$ cat config.mk
export PLATFORM = sky130hd
export DESIGN_NAME = io_memory_responder
export DESIGN_NICKNAME = d
export VERILOG_FILES = /design/src/rtl/io_proto_pkg.sv /design/src/rtl/resp_word_mem.sv /design/src/rtl/io_memory_responder.sv
export SDC_FILE = /design/constraint.sdc
export NUM_CORES = 2
export LEC_CHECK = 0
export ABC_AREA = 1
export CAP_MARGIN = 5
export CORE_MARGIN = 10
export CORE_UTILIZATION = 60
export CTS_CLUSTER_SIZE = 30
export DETAILED_ROUTE_END_ITERATION = 10
export PLACE_DENSITY = 0.82
export SETUP_SLACK_MARGIN = 0.4
export SYNTH_ARGS = -nofsm -noshare
export SYNTH_HDL_FRONTEND = slang
export SYNTH_HIERARCHICAL = 1
export SYNTH_SLANG_ARGS = --single-unit
$ cat constraint.sdc
create_clock -name clk -period 17.8 [get_ports clk]
set_input_delay 3.56 -clock clk [delete_from_list [all_inputs] [get_ports clk]]
set_output_delay 3.56 -clock clk [all_outputs]
set_load 0.01 [all_outputs]
$ cat src/rtl/io_proto_pkg.sv
// io_proto_pkg
// Shared definitions for the byte-serial CPU IO protocol as seen from the
// memory side:
//   - op codes carried on op when op_valid pulses
//   - the load stall marker
//   - the byte count of a word
//   - the responder FSM state type
// Consumers: io_memory_responder, resp_word_mem.
package io_proto_pkg;

  localparam logic [1:0] OP_NONE   = 2'b00;
  localparam logic [1:0] OP_STORE  = 2'b01;
  localparam logic [1:0] OP_LOAD   = 2'b10;
  localparam logic [1:0] OP_PCLOAD = 2'b11;

  localparam logic [7:0] STALL_MARKER   = 8'hFF;
  localparam int         BYTES_PER_WORD = 4;

  typedef enum logic [2:0] {
    ST_IDLE       = 3'd0,
    ST_SEND_INST  = 3'd1,
    ST_WAIT_OP    = 3'd2,
    ST_RECV_WORD  = 3'd3,
    ST_WAIT_STALL = 3'd4,
    ST_SEND_WORD  = 3'd5
  } resp_state_e;

  // Byte 'sel' of a 32-bit word, byte 0 being the least significant.
  function automatic logic [7:0] word_byte(input logic [31:0] w, input logic [1:0] sel);
    return w[{sel, 3'b000} +: 8];
  endfunction

endpackage

$ cat src/rtl/resp_word_mem.sv
// resp_word_mem
// MEM_WORDS x 32 word array: synchronous write, asynchronous read, with a
// byte-select mux on the read side. Contents are not reset.
// Ports:
//   clk       in   clock
//   we        in   write enable (word write at idx)
//   idx       in   word index for both read and write
//   wdata     in   write word
//   byte_sel  in   byte of mem[idx] presented on rbyte
//   rbyte     out  selected read byte (combinational)
module resp_word_mem
  import io_proto_pkg::*;
#(
  parameter int MEM_WORDS = 64,
  parameter int AW        = $clog2(MEM_WORDS)
) (
  input  logic          clk,
  input  logic          we,
  input  logic [AW-1:0] idx,
  input  logic [31:0]   wdata,
  input  logic [1:0]    byte_sel,
  output logic [7:0]    rbyte
);

  logic [31:0] mem_q [MEM_WORDS];

  // Word write port; the array intentionally has no reset.
  always_ff @(posedge clk) begin
    if (we) begin
      mem_q[idx] <= wdata;
    end
  end

  assign rbyte = word_byte(mem_q[idx], byte_sel);

endmodule

$ cat src/rtl/io_memory_responder.sv
// io_memory_responder
// Memory-side partner of the byte-serial CPU IO controller. Holds a word
// memory and the program counter, serves instructions LSB-first, captures
// address/data byte pairs for store / load / pc_load, and returns load data
// after the stall marker.
// Ports:
//   clk, rst (async, active-low)
//   frame_start, op_valid, op[1:0]     controller handshakes
//   addr_byte_in, data_byte_in         bytes from the controller
//   data_byte_out                      registered byte to the controller
//   busy, pc[31:0]                     status (registered)
//   load_en, load_addr, load_data      host preload, honoured in IDLE
// Optional: RESP_ADDR_CHECK_EN adds a sticky 'err' output; accesses at or
// above 4*MEM_WORDS set it, out-of-range writes are dropped and
// out-of-range reads return 8'h00. Without it addresses wrap.
module io_memory_responder
  import io_proto_pkg::*;
#(
  parameter int          MEM_WORDS = 64,
  parameter logic [31:0] RESET_PC  = 32'h0000_0000
) (
  input  logic        clk,
  input  logic        rst,
  input  logic        frame_start,
  input  logic        op_valid,
  input  logic [1:0]  op,
  input  logic [7:0]  addr_byte_in,
  input  logic [7:0]  data_byte_in,
  output logic [7:0]  data_byte_out,
  output logic        busy,
  output logic [31:0] pc,
  input  logic        load_en,
  input  logic [31:0] load_addr,
  input  logic [31:0] load_data
`ifdef RESP_ADDR_CHECK_EN
  ,
  output logic        err
`endif
);

  localparam int AW = $clog2(MEM_WORDS);

  resp_state_e state_q, state_d;
  logic [2:0]  cnt_q, cnt_d;
  logic [31:0] pc_q, pc_d;
  logic [31:0] addr_q, addr_d;
  logic [31:0] data_q, data_d;
  logic [1:0]  op_q, op_d;
  logic [7:0]  dout_q, dout_d;
  logic        busy_q, busy_d;

  logic [31:0] addr_cap_s, data_cap_s;
  logic [31:0] mem_addr_s, mem_wdata_s;
  logic [1:0]  mem_sel_s;
  logic        mem_we_s, mem_we_eff_s, access_s;
  logic [7:0]  mem_byte_s, rd_byte_s;
  logic        unused_s;

  // Current capture registers with this cycle's byte pair merged in.
  always_comb begin
    addr_cap_s = addr_q;
    data_cap_s = data_q;
    addr_cap_s[{cnt_q[1:0], 3'b000} +: 8] = addr_byte_in;
    data_cap_s[{cnt_q[1:0], 3'b000} +: 8] = data_byte_in;
  end

  // Memory port steering: one address serves reads and writes, so the
  // fetch on frame_start wins over everything (it also aborts any write).
  always_comb begin
    mem_addr_s  = pc_q;
    mem_wdata_s = load_data;
    mem_sel_s   = 2'd0;
    mem_we_s    = 1'b0;
    access_s    = 1'b0;
    if (frame_start) begin
      access_s = 1'b1;
    end else begin
      case (state_q)
        ST_IDLE: begin
          if (load_en) begin
            mem_addr_s = load_addr;
            mem_we_s   = 1'b1;
            access_s   = 1'b1;
          end else begin
            mem_we_s = 1'b0;
          end
        end
        ST_SEND_INST: mem_sel_s = cnt_q[1:0];
        ST_RECV_WORD: begin
          if ((cnt_q[1:0] == 2'd3) && (op_q == OP_STORE)) begin
            mem_addr_s  = addr_cap_s;
            mem_wdata_s = data_cap_s;
            mem_we_s    = 1'b1;
            access_s    = 1'b1;
          end else begin
            mem_we_s = 1'b0;
          end
        end
        ST_WAIT_STALL: begin
          mem_addr_s = addr_q;
          access_s   = (addr_byte_in == STALL_MARKER);
        end
        ST_SEND_WORD: begin
          mem_addr_s = addr_q;
          mem_sel_s  = cnt_q[1:0];
        end
        default: mem_we_s = 1'b0;
      endcase
    end
  end

  resp_word_mem #(.MEM_WORDS(MEM_WORDS), .AW(AW)) u_mem (
    .clk      (clk),
    .we       (mem_we_eff_s),
    .idx      (mem_addr_s[AW+1:2]),
    .wdata    (mem_wdata_s),
    .byte_sel (mem_sel_s),
    .rbyte    (mem_byte_s)
  );

`ifdef RESP_ADDR_CHECK_EN
  logic oor_s;
  logic err_q, err_d;

  assign oor_s        = |mem_addr_s[31:AW+2];
  assign mem_we_eff_s = mem_we_s & ~oor_s;
  assign rd_byte_s    = oor_s ? 8'h00 : mem_byte_s;
  assign err_d        = err_q | (access_s & oor_s);
  assign err          = err_q;
  assign unused_s     = ^mem_addr_s[1:0];

  // Sticky out-of-range flag.
  always_ff @(posedge clk or negedge rst) begin
    if (!rst) begin
      err_q <= 1'b0;
    end else begin
      err_q <= err_d;
    end
  end
`else
  assign mem_we_eff_s = mem_we_s;
  assign rd_byte_s    = mem_byte_s;
  assign unused_s     = ^{mem_addr_s[31:AW+2], mem_addr_s[1:0], access_s};
`endif

  // Next-state and datapath. Byte 0 of a word is latched on the entry edge,
  // so cnt counts bytes already presented (1..4) while sending.
  always_comb begin
    state_d = state_q;
    cnt_d   = cnt_q;
    pc_d    = pc_q;
    addr_d  = addr_q;
    data_d  = data_q;
    op_d    = op_q;
    dout_d  = dout_q;
    if (frame_start) begin
      state_d = ST_SEND_INST;
      cnt_d   = 3'd1;
      dout_d  = rd_byte_s;
    end else begin
      case (state_q)
        ST_IDLE: state_d = ST_IDLE;
        ST_SEND_INST, ST_SEND_WORD: begin
          if (cnt_q == 3'd4) begin
            dout_d = 8'h00;
            cnt_d  = 3'd0;
            if (state_q == ST_SEND_INST) begin
              state_d = ST_WAIT_OP;
            end else begin
              pc_d    = pc_q + 32'd4;
              state_d = ST_IDLE;
            end
          end else begin
            dout_d = rd_byte_s;
            cnt_d  = cnt_q + 3'd1;
          end
        end
        ST_WAIT_OP: begin
          if (op_valid) begin
            if (op == OP_NONE) begin
              pc_d    = pc_q + 32'd4;
              state_d = ST_IDLE;
            end else begin
              op_d    = op;
              cnt_d   = 3'd0;
              state_d = ST_RECV_WORD;
            end
          end else begin
            state_d = ST_WAIT_OP;
          end
        end
        ST_RECV_WORD: begin
          addr_d = addr_cap_s;
          data_d = data_cap_s;
          if (cnt_q[1:0] == 2'd3) begin
            cnt_d = 3'd0;
            case (op_q)
              OP_STORE: begin
                pc_d    = pc_q + 32'd4;
                state_d = ST_IDLE;
              end
              OP_LOAD:   state_d = ST_WAIT_STALL;
              OP_PCLOAD: begin
                pc_d    = addr_cap_s;
                state_d = ST_IDLE;
              end
              default:   state_d = ST_IDLE;
            endcase
          end else begin
            cnt_d = cnt_q + 3'd1;
          end
        end
        ST_WAIT_STALL: begin
          if (addr_byte_in == STALL_MARKER) begin
            dout_d  = rd_byte_s;
            cnt_d   = 3'd1;
            state_d = ST_SEND_WORD;
          end else begin
            state_d = ST_WAIT_STALL;
          end
        end
        default: state_d = ST_IDLE;
      endcase
    end
    busy_d = (state_d != ST_IDLE);
  end

  // State and datapath registers.
  always_ff @(posedge clk or negedge rst) begin
    if (!rst) begin
      state_q <= ST_IDLE;
      cnt_q   <= 3'd0;
      pc_q    <= RESET_PC;
      addr_q  <= 32'h0000_0000;
      data_q  <= 32'h0000_0000;
      op_q    <= OP_NONE;
      dout_q  <= 8'h00;
      busy_q  <= 1'b0;
    end else begin
      state_q <= state_d;
      cnt_q   <= cnt_d;
      pc_q    <= pc_d;
      addr_q  <= addr_d;
      data_q  <= data_d;
      op_q    <= op_d;
      dout_q  <= dout_d;
      busy_q  <= busy_d;
    end
  end

  assign data_byte_out = dout_q;
  assign busy          = busy_q;
  assign pc            = pc_q;

endmodule

==> flow_metrics.env <==
export IMPL_yosys_area_share_simple_pct=25.3
export IMPL_place_gp_congestion=0.969
export IMPL_setup_viol=0
export IMPL_critPathTopFamily="buffers and inverters"
export IMPL_finalNetCount=9455
export IMPL_combinational_family_with_the_most_area_after_synthesis="simple AND/OR/NAND/NOR gates"
export IMPL_powerDensity_nw_per_um2=159
export IMPL_final_period_minus_worst_setup_slack_ns=10.71
export IMPL_cp_slowest_stage_delay_ns=0.92
export IMPL_netlist_area_um2=92800
export IMPL_cts_setup_buffers=0
export IMPL_total_number_of_vias=67200
export IMPL_final_layout_size_suffix_gt1_share_pct=5.84
export IMPL_tritoncts="built"
export IMPL_grt_met2_usage_pct=45.4
export IMPL_worstSetupStartpoint="frame_start"
export IMPL_clockBufferDepth=3
export IMPL_final_min_period_over_clock_period_pct=60.2
export IMPL_antenna_found_initial=6
export IMPL_total_track_usage_pct=29.9
export IMPL_numClockSinks=2161
export IMPL_start_util_pct=60.3
export IMPL_worstMarginPinSlew_ns=1.38
export IMPL_route_detailed_vias_per_inst=5.80
export IMPL_fin_tns_setup_ns=0
export IMPL_synth_xor_xnor_area_share_pct=0
export IMPL_cts_htree_levels=4
export IMPL_top_fanout_value_on_the_critical_path=168
export IMPL_criticalPathCategory="input pin to register"
export IMPL_detail_route_wirelength_um=260000
export IMPL_placement_io_buffers=101
export IMPL_chipHeight_um=413
export IMPL_drt_wirelength_per_cell_um=22.5
export IMPL_crit_path_end="data_byte_out[6]"
export IMPL_design_core_area_um2=154000
export IMPL_io_pins=128
export IMPL_dr_first_iter_drc_count=9965
export IMPL_status="finished, final reports clean"
export IMPL_timing_critical_path_arrival_ns=11.51
export IMPL_compound_gate_fraction_of_synth_area_pct=2.29
export IMPL_grt_start_max_net_pins=201
export IMPL_timing_fmax_mhz=93.3
export IMPL_met1_usage_pct=38.4
export IMPL_cp_end_kind="register"
export IMPL_timing_hold_violations_final=0
export IMPL_timing_slew_headroom_pct=7.76
export IMPL_met3_usage_pct=8.18
export IMPL_fin_worst_hold_slack_ns=0.492
export IMPL_hold_class="register to register"
export IMPL_most_common_cell_on_crit_path="nand2_1"
export IMPL_drc=0
export IMPL_core_rows=144
export IMPL_r2r_path_start="cnt_q[0]"
export IMPL_grt_first_pass_wirelength_um=385000
export IMPL_clock_root_buffer="clkbuf_16"
export IMPL_fraction_of_the_mapped_netlist_area_in_adder_cells_pct=0.0944
export IMPL_muxShareOfSynthArea_pct=0
export IMPL_chipWidth_um=413
export IMPL_globalRouteOverflowTotal=0
export IMPL_netlist_instances=9392
export IMPL_postSynthRegisterBits=2161
export IMPL_hold_depth=2
export IMPL_critical_path_depth=24
export IMPL_worst_path_buf_inv=7
export IMPL_leakage_dissipation_nw=42.1
export IMPL_first_global_vias=64600
export IMPL_grt_busiest_layer="met2"
export IMPL_rr_endpoint="data_byte_out[6]"
export IMPL_die_area_um2=171000
export IMPL_power_ir_vdd_worst_uv=169
export IMPL_rrSetupSlack_ns=8.77
export IMPL_dr_pass1_iters=8
export IMPL_rsz0062_at_grt="no"
export IMPL_synth_net_count=9486
export IMPL_synthesis_area_per_instance_um2=9.88
export IMPL_area_growth_synth_to_final_pct=10.6
export IMPL_worst_setup_hold_path_clk_slew_ns=0.06
export IMPL_power_w=0.0163
export IMPL_critPathSlowestCell="clkdlybuf4s50_1"
export IMPL_clock_latency_ns=0.88
export IMPL_detail_route_antenna_nets=0
export IMPL_worstPathCellList="clkdlybuf4s50_1, clkinv_1, o21ai_1, nor3_1, a21oi_4, buf_4, buf_12, buf_4, buf_4, buf_4, nand2_1, nand2_1, nand2_1, nand2_1, nand2_1, nand2_1, nand2_1, nand2_1, nor2_1, nand3_1, nand3_1, nand2_1, nand2_1, o21ai_0"
export IMPL_finClkSkew_ns=0.0457
export IMPL_yosys_warnings=6
export IMPL_cts_buffers=205
export IMPL_crit_path_start_kind="input pin"
export IMPL_worst_endpoint_required_ns=18.59
export IMPL_timing_final_max_slew_violations=0
export IMPL_distinct_cells_synth=32
export IMPL_ctsResizeCount=0
export IMPL_ff2ff_path_depth=26
export IMPL_synth_sequential_area_ratio_pct=69.3
export IMPL_cts_hold_buffers=0
export IMPL_detailed_place_hpwl_um=142000
export IMPL_timing_max_cap_violations=0
[layout make-up]
class / count / area [um^2]
clock buffer: 260 / 5390
clock inverter: 124 / 1250
multi-input combinational: 6595 / 26400
sequential: 2161 / 64300
fill: 10700 / 51200
inverter: 156 / 608
tap: 2044 / 2560
timing repair buffer: 242 / 2140
antenna: 1 / 2.50
[registers in the layout (all words and copies together), names as in the netlist]
| register | cells |
|---|---|
| data_byte_out | 8 |
| cnt_q | 3 |
| data_q | 32 |
| u_mem/mem_q | 2048 |
| pc | 32 |
| addr_q | 32 |
| state_q | 3 |
| busy | 1 |
| op_q | 2 |
[synth_stat cells]
library cell  number  area (um^2)
nand4_1           15         93.8
or2_2              2         12.5
o22ai_1           53          332
a21oi_1          166          831
nor2_1           267         1000
nor3_4             3         48.8
clkinv_1           2         7.51
dfrtp_1          113         2830
o211ai_1           8         60.1
buf_4             16          120
nor4_1             2         12.5
nor2_4             1         11.3
o31ai_1            1         7.51
nand3b_1           3         22.5
or2_1              1         6.26
nor3_1            10         50.1
o21ai_1            2         10.0
and2_1             1         6.26
o21a_1             1         7.51
o21ai_0          173          866
inv_2             15         56.3
a22oi_1            1         7.51
nor3_2             5         50.1
nand2_1         5744        21600
nand2_2            1         6.26
buf_2            234         1170
clkbuf_1         183          687
inv_1            139          522
buf_1             47          176
edfxtp_1        2048        61500
nand3_1          128          641
ha_1               7         87.6
[worst min-delay path by stage]
stage	slack, ns	from	endpoint
floorplan	0.47	op_q[0]	op_q[0]
global route	0.52	pc[1]	pc[1]
CTS	0.49	data_byte_out[7]	data_byte_out[7]
global placement	0.48	data_byte_out[7]	data_byte_out[7]
finish	0.49	data_byte_out[7]	data_byte_out[7]
detailed placement	0.48	data_byte_out[7]	data_byte_out[7]
[kinds of logic after synthesis]
family / count (synthesis)
adders and majority gates: 7
AOI/OAI and AO/OA: 405
DFF: 2161
and+or+nand+nor: 6183
buffers and inverters: 636
[layout by cell type, fill, tap and decap left out, types with 100 or more instances in the layout]
master / netlist / final
a21oi_1: 166 / 163
buf_4: 16 / 136
clkbuf_16: 0 / 205
clkdlybuf4s50_1: 0 / 100
dfrtp_1: 113 / 113
edfxtp_1: 2048 / 2048
inv_1: 139 / 139
nand2_1: 5744 / 5712
nand3_1: 128 / 128
nor2_1: 267 / 204
o21ai_0: 173 / 173
[per-stage QoR]
step | setup WS (ns) | area [um^2] | cells | utilization (%)
floorplan | 8.89 | 92800 | 9392 | -
CTS | 7.32 | 103000 | 11600 | 66.7
global placement | 6.51 | 96000 | 11200 | 62.4
finish | 7.09 | 103000 | 11600 | 66.7
detailed placement | 6.48 | 96000 | 11200 | 62.4
global route | 6.83 | 103000 | 11600 | 66.7
[worst register-to-register path, stage by stage (launching register included)]
cell and delay, ns:
dfrtp_1 0.95, inv_1 0.35, ha_1 0.45, inv_1 0.16
nand2_1 0.43, o22ai_1 0.46, o21ai_0 0.21, a21oi_4 0.18
buf_4 0.55, buf_12 0.53, buf_4 1.07, buf_4 0.81
buf_4 0.83, nand2_1 0.13, nand2_1 0.11, nand2_1 0.05
nand2_1 0.11, nand2_1 0.05, nand2_1 0.10, nand2_1 0.12
nand2_1 0.32, nor2_1 0.24, nand3_1 0.12, nand3_1 0.10
nand2_1 0.28, nand2_1 0.08, o21ai_0 0.16
[where the power goes]
group	internal, W	leakage [nW]	switching [W]
Clock	0.00238	3.23	0.00192
Sequential	0.00566	19.8	0.0000503
Combinational	0.00157	19.1	0.00472
Total	0.00961	42.1	0.00668
[per-layer routing]
layer,wire (um),share of wire [%]
met1,89400,34
met2,116000,45
met3,36900,14
met4,17700,6.8
met5,142,0.055
No activity file was read; power rests on OpenSTA's default activity.
